$ cat src/rtl/mealy_11011_pkg.sv
// Shared definitions for the 11011 non-overlapping sequence detector.
package mealy_11011_pkg;

  localparam int STATE_W = 3;
  localparam logic [4:0] PATTERN = 5'b11011;

  typedef enum logic [STATE_W-1:0] {
    S0 = 3'd0,
    S1 = 3'd1,
    S2 = 3'd2,
    S3 = 3'd3,
    S4 = 3'd4
  } state_t;

endpackage

$ cat src/rtl/mealy_11011_nol_1_always_case.sv
// Mealy detector for 1-1-0-1-1 with non-overlapping restart; out is combinational.
//
// state | meaning
// S0    | idle / no progress
// S1    | seen "1"
// S2    | seen "11" (extra 1s stay here)
// S3    | seen "110"
// S4    | seen "1101", a 1 now completes the match
module mealy_11011_nol_1_always_case
  import mealy_11011_pkg::*;
(
  input  logic clk,
  input  logic rst,
  input  logic in,
  output logic out
);

  state_t state;
  state_t next;

  always_ff @(posedge clk) begin
    if (rst) state <= S0;
    else     state <= next;
  end

  always_comb begin
    next = S0;
    out  = 1'b0;
    case (state)
      S0: next = in ? S1 : S0;
      S1: next = in ? S2 : S0;
      S2: next = in ? S2 : S3;
      S3: next = in ? S4 : S0;
      S4: begin
        // Detection returns to idle so the trailing "11" is not reused
        next = S0;
        out  = in;
      end
      default: begin
        next = S0;
        out  = 1'b0;
      end
    endcase
    if (rst) out = 1'b0;
  end

endmodule

$ cat config.mk
export PLATFORM = sky130hd
export DESIGN_NAME = mealy_11011_nol_1_always_case
export DESIGN_NICKNAME = d
export VERILOG_FILES = /design/src/rtl/mealy_11011_pkg.sv /design/src/rtl/mealy_11011_nol_1_always_case.sv
export SDC_FILE = /design/constraint.sdc
export NUM_CORES = 1
export LEC_CHECK = 0
export ABC_AREA = 0
export BUFFER_PORTS_ARGS = -buffer_cell sky130_fd_sc_hd__buf_4
export CELL_PAD_IN_SITES_DETAIL_PLACEMENT = 1
export CELL_PAD_IN_SITES_GLOBAL_PLACEMENT = 1
export CORE_AREA = 2 2 39 41
export CTS_CLUSTER_SIZE = 28
export DETAILED_ROUTE_END_ITERATION = 8
export DIE_AREA = 0 0 41 43
export PLACE_DENSITY_LB_ADDON = 0.1
export SLEW_MARGIN = 20
export SYNTH_ARGS = -nofsm -noshare
export SYNTH_HDL_FRONTEND = slang
export SYNTH_SLANG_ARGS = --single-unit
$ cat constraint.sdc
create_clock -name clk -period 1.1 [get_ports clk]
set_clock_uncertainty 0.2 [all_clocks]
set_input_delay 0.055 -clock clk [delete_from_list [all_inputs] [get_ports clk]]
set_output_delay 0.055 -clock clk [all_outputs]
set_load 0.05 [all_outputs]
==> results of run 1 <==
==> synthesized netlist by cell type <==
master and count:
nand2b_1 1, nor3_1 1, xnor2_1 1, and4b_2 1, dfxtp_1 3, nor2_1 1
nand3b_1 1, a211oi_2 1, nand3_1 1, nor4_2 1
==> cell families after synthesis <==
logic type and synth area share:
AND/OR/NAND/NOR 0.387, flip-flops 0.453, XOR/XNOR 0.0660, AO/OA/AOI/OAI 0.0943
==> stage by stage <==
| stage | setup WS, ns | utilization | hold WS, ns |
|---|---|---|---|
| 2_1_floorplan | 0.0315 | - | -0.0804 |
| 3_3_place_gp | 0.0272 | 0.143 | 0.0559 |
| 3_5_place_dp | 0.0166 | 0.143 | 0.0524 |
| 4_1_cts | -0.165 | 0.188 | 0.322 |
| 5_1_grt | -0.210 | 0.216 | 0.139 |
| 6_report | -0.148 | 0.216 | 0.112 |
==> routing by layer <==
metal  share of wire  global-route usage  up-vias  wire [µm]
met5               0                   0        -          0
met4               0              0.0400        0          0
met3           0.032              0.0471        0         13
met2            0.60              0.0844        3        246
met1            0.37              0.0673       79        152
li1                -                   -       73          -
==> cell type report <==
class                      count  area [µm²]  area share
clock buffer                   4        26.3      0.0879
multi-input combinational      9        91.3       0.305
sequential                     3        61.3       0.205
tap                           16        20.0      0.0669
timing repair buffer          10         100       0.335
==> power breakdown <==
part | total, µW | internal (µW) | switching (µW)
sequential | 120 | 116 | 4.05
combinational | 67.2 | 41.1 | 26.1
clock | 183 | 135 | 48.0
==> final timing paths <==
check	start	to	slack (ns)
worst min register to register	state[1]$_SDFF_PP0_	state[1]$_SDFF_PP0_	0.32
worst max-delay path	state[0]$_SDFF_PP0_	out	-0.15
worst min-delay path	rst	state[1]$_SDFF_PP0_	0.11
worst max register to register	state[0]$_SDFF_PP0_	state[0]$_SDFF_PP0_	-0.09
==> timing repair <==
action                                 CTS  global route
buffers inserted                         1             1
endpoints found under the hold margin    3             0
gates resized for setup                  3             7
cloned                                   0             0
pin swaps                                2             1
setup endpoints to repair                1             4
hold buffers                             2             0
==> critical path, delay by kind of cell, from the launching register on <==
kind | cells | cell delay (ns)
AND/OR/NAND/NOR | 2 | 0.31
buffers and inverters | 1 | 0.15
flip-flops | 1 | 0.31
==> impl_results.md, run 1 <==
- Largest cells by area after synthesis: dfxtp_1, a211oi_2, nor4_2
- Setup-failing EPs final: 3
- Clk Latency, worst-skew pair: between 0.2 and 0.25 ns
- Slew Limit Fails: 0
- Root buffer cell: clkbuf_4
- Sequential cell area fraction in the yosys report: 0.453
- Cell count after synthesis: 12
- Nets: 30
- Detail Placement HPWL: 266 µm
- Number of global-route vias before repair: 161
- Post-synth cell types: 10
- Gr usage total: 0.0632
- YS warnings: 0
- Number of synthesized register bits: 3
- CTS Buf Count: 3
- Filler Cells Inserted: 168
- Reg with most FFs: state
- Synth area leader: dfxtp_1
- Die height: about 43 µm
- Commonest non-fill, non-tap cell in the layout: buf_4
- GP Congestion: 0.580
- Syn avg cell area: between 10 and 15 µm²
- MaxCap Viol Count: 0
- GRT overflow: 0
- Slowest CP cell: dfxtp_2
- Core area: 0.00138 mm²
- Placed Area: slightly below 200 µm²
- Post-Route WL: 412 µm
- Initial core utilization: 0.0958
- Initial antenna violation count: 0
- Cell count after placement: 34
- TritonCTS Sinks: 3
- Max rail drop VDD: 0.268 mV
- Crit end category: output port
- Clock-pin transition on the worst setup and hold timing paths: 0.04 ns
- Maximum buffer depth of the clock tree: 2
- IO Pins: 4
- Least-Margin Pin Slew: 0.293 ns
- Initial DRC count: 3
- Fin crit period: ~1.2 ns
- Status: finished, violations left
- Vias: 155
- Cell Area, Synth: 133 µm²
- DRC Markers: 0
- Area growth, synth to finish: 125%
- Htree depth: 1
- TNS Setup: -0.300 ns
- Max FO, Critical Path: 2
- Synth top area share: 0.453
- Maximum number of pins on one net before global-route repair: 5
- Routed Antenna Nets: 0
- Tot Pwr: 371 µW
- # rows: 14
- Routed vias/inst: 3.69
- TritonRoute pass-1 iters: 3
- Hold depth: 3
- First-pass GRT wire length: 676 µm
- Largest register FFs: 3
- P_leak: 0.000132 µW
- FMAX: approximately 800 MHz
- Post-Syn Nets: 15
- Worst setup margin: -0.148 ns
- Diodes inserted: 0
- Detail-routed net length per standard cell: roughly 9.8 µm
- Pwr Density: 1240 mW/mm²
- Final-report hold violation count: 0
- TritonCTS clock tree: built
- RSZ-0062 raised after global routing: yes
- Die area: 0.00176 mm²
- Finished Layout Cells: 42
- CP startpoint kind: flip-flop
- Share of cells above drive strength 1: 0.654
- Worst hold path class: primary input to flip-flop
- Port Buf Inserts: 3
- Required time worst endpoint: 0.84 ns
- Slew headroom: 0.803
- Post-route clock period utilization: 1.13
- Design Area, Final: 299 µm²
- Critical path type: flip-flop to output port
- Most frequent cells in the layout: buf_4, clkbuf_4, dlymetal6s4s_1, buf_6, dfxtp_1
- Failing checks: setup timing
- Largest registers: state (3)
- R2r worst-path depth: 4
- Die width: 41 µm
- Crit path cell chain: nor2_1 > and4b_2 > buf_8
- CP max stage delay: 0.31 ns
- CP arrival: 0.99 ns
Power figures use the tool's default switching activity.
==> inputs of run 2 (changes only) <==
==> constraint.sdc (replaced) <==
create_clock -name clk -period 1.16 [get_ports clk]
set_clock_uncertainty 0.2 [all_clocks]
set_input_delay 0.058 -clock clk [delete_from_list [all_inputs] [get_ports clk]]
set_output_delay 0.058 -clock clk [all_outputs]
set_load 0.05 [all_outputs]
==> run 2 against run 1 <==
The flow still finishes with violations (setup timing). Total power is 9.2% lower. Sequential share of layout area increased by 4.4 points. Register-to-register slack better by 0.16 ns. Combinational power decreased by 43%. First-iteration DRC count decreased by 100%. Routed wire length fell by 19%. Clock-buffer cell count is the same. Sequential power is 4% lower. Die area stayed put. Cell count down 7.1%. Critical path depth is 1 lower. Largest power group unchanged.
==> impl_results.md, run 2 (synthesis gave the netlist of run 1 again) <==
- Gr usage total: 0.0662 (+0.00301)
- TritonCTS clock tree: built
- Comb pwr share: 0.114 (-0.067)
- Reg with most FFs: state
- Initial core utilization: 0.0958 (unchanged)
- Setup crit start: state[1]$_SDFF_PP0_
- RSZ-0062 raised after global routing: yes
- Gr busiest metal: met1
- Die area: 0.00176 mm² (unchanged)
- Share of cells above drive strength 1: 0.609 (-0.0452)
- Met2 GRT Util: 0.0688 (-0.0156)
- Largest register FFs: 3 (unchanged)
- Switching share of power: 0.219 (+0.00789)
- Most frequent cells in the layout: buf_4, clkbuf_4, dfxtp_2
- Largest registers: state (3)
- Worst Hold Path EP: state[0]$_SDFF_PP0_
- MaxCap Viol Count: 0 (unchanged)
- Initial antenna violation count: 0 (unchanged)
- IO Pins: 4 (unchanged)
- Port Buf Inserts: 3 (unchanged)
- FMAX: just under 800 MHz
- Required time worst endpoint: 0.90 ns (+0.06 ns)
- Reg2reg start: state[0]$_SDFF_PP0_
- Post-route clock period utilization: 1.08
- GRT overflow: 0 (unchanged)
- Final core occ: 0.182 (-0.0344)
- Least-Margin Pin Slew: 0.172 ns (-0.121 ns)
- Status: finished, violations left
- Critical path type: flip-flop to output port
- Setup-failing EPs final: 1 (-2)
- CP arrival: 1.00 ns (about the same)
- Max rail drop VDD: 0.387 mV (+45%)
- Failing checks: setup timing
- Int Pwr: 263 µW (-10%)
- Vias: 134 (-14%)
- Commonest non-fill, non-tap cell in the layout: buf_4
- Setup Fix Bufs, Post-CTS: 0 (-1)
- Initial DRC count: 0 (-3)
- Maximum buffer depth of the clock tree: 2 (unchanged)
- Core area: 0.00138 mm² (unchanged)
- Clock-pin transition on the worst setup and hold timing paths: 0.04 ns (about the same)
- Die height: 43 µm (unchanged)
- CP startpoint kind: flip-flop
- Max FO, Critical Path: 5 (+3)
- Worst setup margin: -0.0980 ns (+0.0499 ns)
- Clk Latency, worst-skew pair: 0.23 ns (about the same)
- Met3 Use GR: 0.0628 (+0.0157)
- Slew Limit Fails: 0 (unchanged)
- R2r worst-path depth: 3 (-1)
- TritonRoute pass-1 iters: 1 (-2)
- GR Util met1: 0.0737 (+0.00641)
- Root buffer cell: clkbuf_4
- Detail-routed net length per standard cell: 8.59 µm (-12%)
- Seq pwr share: 0.343 (+0.019)
- Routed Antenna Nets: 0 (unchanged)
- Hold depth: 4 (+1)
- RR Endpoint: state[1]$_SDFF_PP0_
- Number of global-route vias before repair: 156 (-3.1%)
- Worst hold path class: primary input to flip-flop
- Clk pwr share: 0.544 (+0.049)
- Design Area, Final: 251 µm² (-16%)
- Nets: 27 (-10%)
- Hold Startpoint: in
- GP Congestion: 0.591 (+2.0%)
- Fin crit period: 1.26 ns
- TNS Setup: -0.0980 ns (+0.202 ns)
- Placed Area: 190 µm² (-3.8%)
- Final-report hold violation count: 0 (unchanged)
- Area growth, synth to finish: 89.6%
- P_leak: 0.000102 µW (-23%)
- TritonCTS Sinks: 3 (unchanged)
- Pwr Density: 1340 mW/mm² (+8.0%)
- DRC Markers: 0 (unchanged)
- Crit end category: output port
- Die width: 41 µm (unchanged)
- Htree depth: 1 (unchanged)
- CTS Buf Count: 3 (unchanged)
- Routed vias/inst: 3.44 (-6.9%)
- Maximum number of pins on one net before global-route repair: 6 (+1)
- First-pass GRT wire length: 676 µm (unchanged)
- R2R Setup Slk: 0.07 ns (+0.16 ns)
- Net Switching: 73.7 µW (-5.8%)
- Slew headroom: 0.884 (+0.0813)
- Post-Route WL: 335 µm (-19%)
- Diodes inserted: 0 (unchanged)
- # rows: 14 (unchanged)
run 2: cell count changes in the layout (fill, tap and decap cells not counted), sizes merged:
cell          change
buf               -3
dlygate4sd3       +1
dlymetal6s4s      -1
run 2: repair_timing:
| item | CTS | global route |
|---|---|---|
| pin swaps | 2 | 0 |
| endpoints found under the setup margin | 1 | 2 |
| endpoints found under the hold margin | 3 | 0 |
| gates resized for setup | 3 | 3 |
| hold buffers | 2 | 0 |
run 2: final cells by class:
| cell class | count | area (µm²) |
|---|---|---|
| clock buffer | 4 | 26.3 |
| fill | 160 | 1130 |
| multi-input combinational | 9 | 75.1 |
| sequential | 3 | 62.6 |
| tap | 16 | 20.0 |
| timing repair buffer | 7 | 67.6 |
run 2: routing by layer:
layer | up-vias | part of all wire
li1 | 68 | -
met1 | 63 | 0.42
met2 | 3 | 0.54
met3 | 0 | 0.039
met4 | 0 | 0
met5 | - | 0
run 2: power groups by stage:
stage               sequential, µW  combinational, µW  clock [µW]
detailed placement             115               31.4           0
global placement               115               32.3           0
global route                   116               42.4         207
CTS                            114               36.8         195
floorplan                      116               13.9           0
finish                         115               38.2         183
run 2: worst max path at each step:
stage	to	slack (ns)	cells after the start
2_1_floorplan	out	0.09	2
3_3_place_gp	out	0.08	2
3_5_place_dp	out	0.09	2
4_1_cts	out	-0.12	3
5_1_grt	out	-0.15	3
6_report	out	-0.1	2
run 2: per-stage QoR:
step,power (µW),worst slack [ns],instances,hold slack [ns]
finish,337,-0.0980,39,0.175
global route,366,-0.153,39,0.199
detailed placement,147,0.0936,33,0.0582
floorplan,130,0.0885,12,-0.0774
CTS,346,-0.117,39,0.310
global placement,148,0.0847,33,0.0643
run 2: critical path, stage by stage, from the launching register on:
cell and delay [ns]:
dfxtp_2 0.33, and4b_2 0.29, buf_8 0.15
==> inputs of run 3 (changes only) <==
==> constraint.sdc (replaced) <==
create_clock -name clk -period 1.21 [get_ports clk]
set_clock_uncertainty 0.2 [all_clocks]
set_input_delay 0.0605 -clock clk [delete_from_list [all_inputs] [get_ports clk]]
set_output_delay 0.0605 -clock clk [all_outputs]
set_load 0.05 [all_outputs]
==> run 3 against run 2 <==
The flow still finishes with violations (setup timing). Sequential share of layout area shrank 0.23 points. Cell count increased by 5.1%. Critical path depth stayed put. Critical path type unchanged. Highest routed layer unchanged.
==> impl_results.md, run 3 (synthesis gave the netlist of run 1 again) <==
- Status: finished, violations left
- Failing checks: setup timing
- IO Pins: 4 (unchanged)
- Finished Layout Cells: 41 (+5.1%)
- # rows: 14 (unchanged)
- Largest register FFs: 3 (unchanged)
- Placed Area: 190 µm² (unchanged)
- Final-report hold violation count: 0 (unchanged)
- Largest delay contributor family on the critical path: flip-flops
- GP Congestion: 0.601 (+1.7%)
- MaxCap Viol Count: 0 (unchanged)
- Vias: 136 (+1.5%)
- Slowest CP cell: dfxtp_4
- Setup-failing EPs final: 1 (unchanged)
- CTS Buf Count: 3 (unchanged)
- Routed Antenna Nets: 0 (unchanged)
- RSZ-0062 raised after global routing: yes
- Gr usage total: 0.0792 (+0.0130)
- Die height: 43 µm (unchanged)
- Pwr Density: 1250 mW/mm² (-6.8%)
- Clock-pin transition on the worst setup and hold timing paths: 0.04 ns (about the same)
- Initial antenna violation count: 0 (unchanged)
- Buffers & Inverters on Critical Path: 1 (unchanged)
- Post-route clock period utilization: 1.04
- Detail-routed net length per standard cell: 10.8 µm (+26%)
- Worst hold path class: flip-flop to flip-flop
- Max rail drop VDD: 0.544 mV (+40%)
- CP startpoint kind: flip-flop
- Reg with most FFs: state
- GRT overflow: 0 (unchanged)
- Htree depth: 1 (unchanged)
- Hold depth: 2 (-2)
- Number of global-route vias before repair: 183 (+17%)
- Fin crit period: between 1 and 1.5 ns
- FMAX: 798 MHz
- Worst setup margin: -0.0438 ns (+0.0542 ns)
- Initial core utilization: 0.0958 (unchanged)
- R2R Setup Slk: 0.08 ns (about the same)
- R2r worst-path depth: 3 (unchanged)
- Share of cells above drive strength 1: 0.600 (-0.00870)
- Diodes inserted: 0 (unchanged)
- CP max stage delay: 0.33 ns (about the same)
- Max FO, Critical Path: 2 (-3)
- First-pass GRT wire length: 821 µm (+21%)
- Crit end category: output port
- Cell count after placement: 33 (unchanged)
- RR Endpoint: state[1]$_SDFF_PP0_
- CP arrival: 0.99 ns (about the same)
- P_leak: 0.000104 µW (+1.8%)
- Slew headroom: 0.884 (about the same)
- TritonCTS clock tree: built
- Required time worst endpoint: 0.95 ns (+0.05 ns)
- Critical path type: flip-flop to output port
- Slew Limit Fails: 0 (unchanged)
- Crit path cell chain: and4b_2 > buf_8
- Reg2reg start: state[1]$_SDFF_PP0_
- Commonest non-fill, non-tap cell in the layout: buf_4
- Least-Margin Pin Slew: 0.173 ns (+0.00115 ns)
- Routed vias/inst: 3.32 (-3.5%)
- Largest registers: state (3)
- Maximum number of pins on one net before global-route repair: 5 (-1)
- Filler Cells Inserted: 176 (+10%)
- Post-Route WL: 444 µm (+33%)
- DRC Markers: 0 (unchanged)
- Die width: 41 µm (unchanged)
- Nets: 29 (+7.4%)
- Initial DRC count: 3 (+3)
- TritonRoute pass-1 iters: 2 (+1)
- Die area: 0.00176 mm² (unchanged)
- Port Buf Inserts: 3 (unchanged)
- Area growth, synth to finish: 99.1%
- Worst hold slack: 0.337 ns (+0.161 ns)
- Core area: 0.00138 mm² (unchanged)
- Most frequent cells in the layout: buf_4, clkbuf_4, dlygate4sd3_1
- Maximum buffer depth of the clock tree: 2 (unchanged)
- Worst Hold Path EP: state[0]$_SDFF_PP0_
- Clk Latency, worst-skew pair: 0.23 ns (about the same)
- Root buffer cell: clkbuf_4
- Hold Startpoint: state[2]$_SDFF_PP0_
- TritonCTS Sinks: 3 (unchanged)
- Design Area, Final: 264 µm² (+5.0%)
- Final core occ: 0.191 (+0.00904)
[run 3: worst max-delay path by stage]
stage	to	cells past startpoint	from
2_1_floorplan	out	2	state[0]$_SDFF_PP0_
3_3_place_gp	out	2	state[1]$_SDFF_PP0_
3_5_place_dp	out	2	state[1]$_SDFF_PP0_
4_1_cts	out	2	state[1]$_SDFF_PP0_
5_1_grt	out	3	state[0]$_SDFF_PP0_
6_report	out	2	state[1]$_SDFF_PP0_
[run 3: what timing repair did]
action	CTS	global route
setup endpoints to repair	1	1
hold buffers	2	0
gates cloned	0	0
endpoints found under the hold margin	3	0
buffers inserted	2	0
pin swaps	2	0
gates resized for setup	5	0
[run 3: layout make-up]
type | count | area, µm² | share of cell area
Sequential cell | 3 | 65.1 | 0.246
Multi-Input combinational cell | 9 | 72.6 | 0.275
Tap cell | 16 | 20.0 | 0.0758
Timing Repair Buffer | 9 | 80.1 | 0.303
Clock buffer | 4 | 26.3 | 0.0995
[run 3: metal layers]
metal / share of wire / track usage / wire length [µm]
met1: 0.44 / 0.0801 / 195
met2: 0.53 / 0.103 / 237
met3: 0.025 / 0.0942 / 11
met4: 0 / 0.0200 / 0
met5: 0 / 0 / 0
[run 3: where the power goes]
part / switching (µW) / internal (µW) / total (µW)
logic: 17.7 / 27.3 / 45.0
registers: 2.86 / 104 / 107
clock network: 53.2 / 124 / 177
[run 3: worst min-delay path, cell delays in order (launching register included)]
cell	delay, ns
dfxtp_1	0.32
buf_4	0.13
nor4_2	0.04
[run 3: stage by stage]
stage	total power, µW	TNS (ns)	setup slack, ns
CTS	338	-0.0625	-0.0625
global placement	142	0	0.127
finish	329	-0.0438	-0.0438
global route	362	-0.123	-0.123
detailed placement	141	0	0.120
floorplan	125	0	0.136
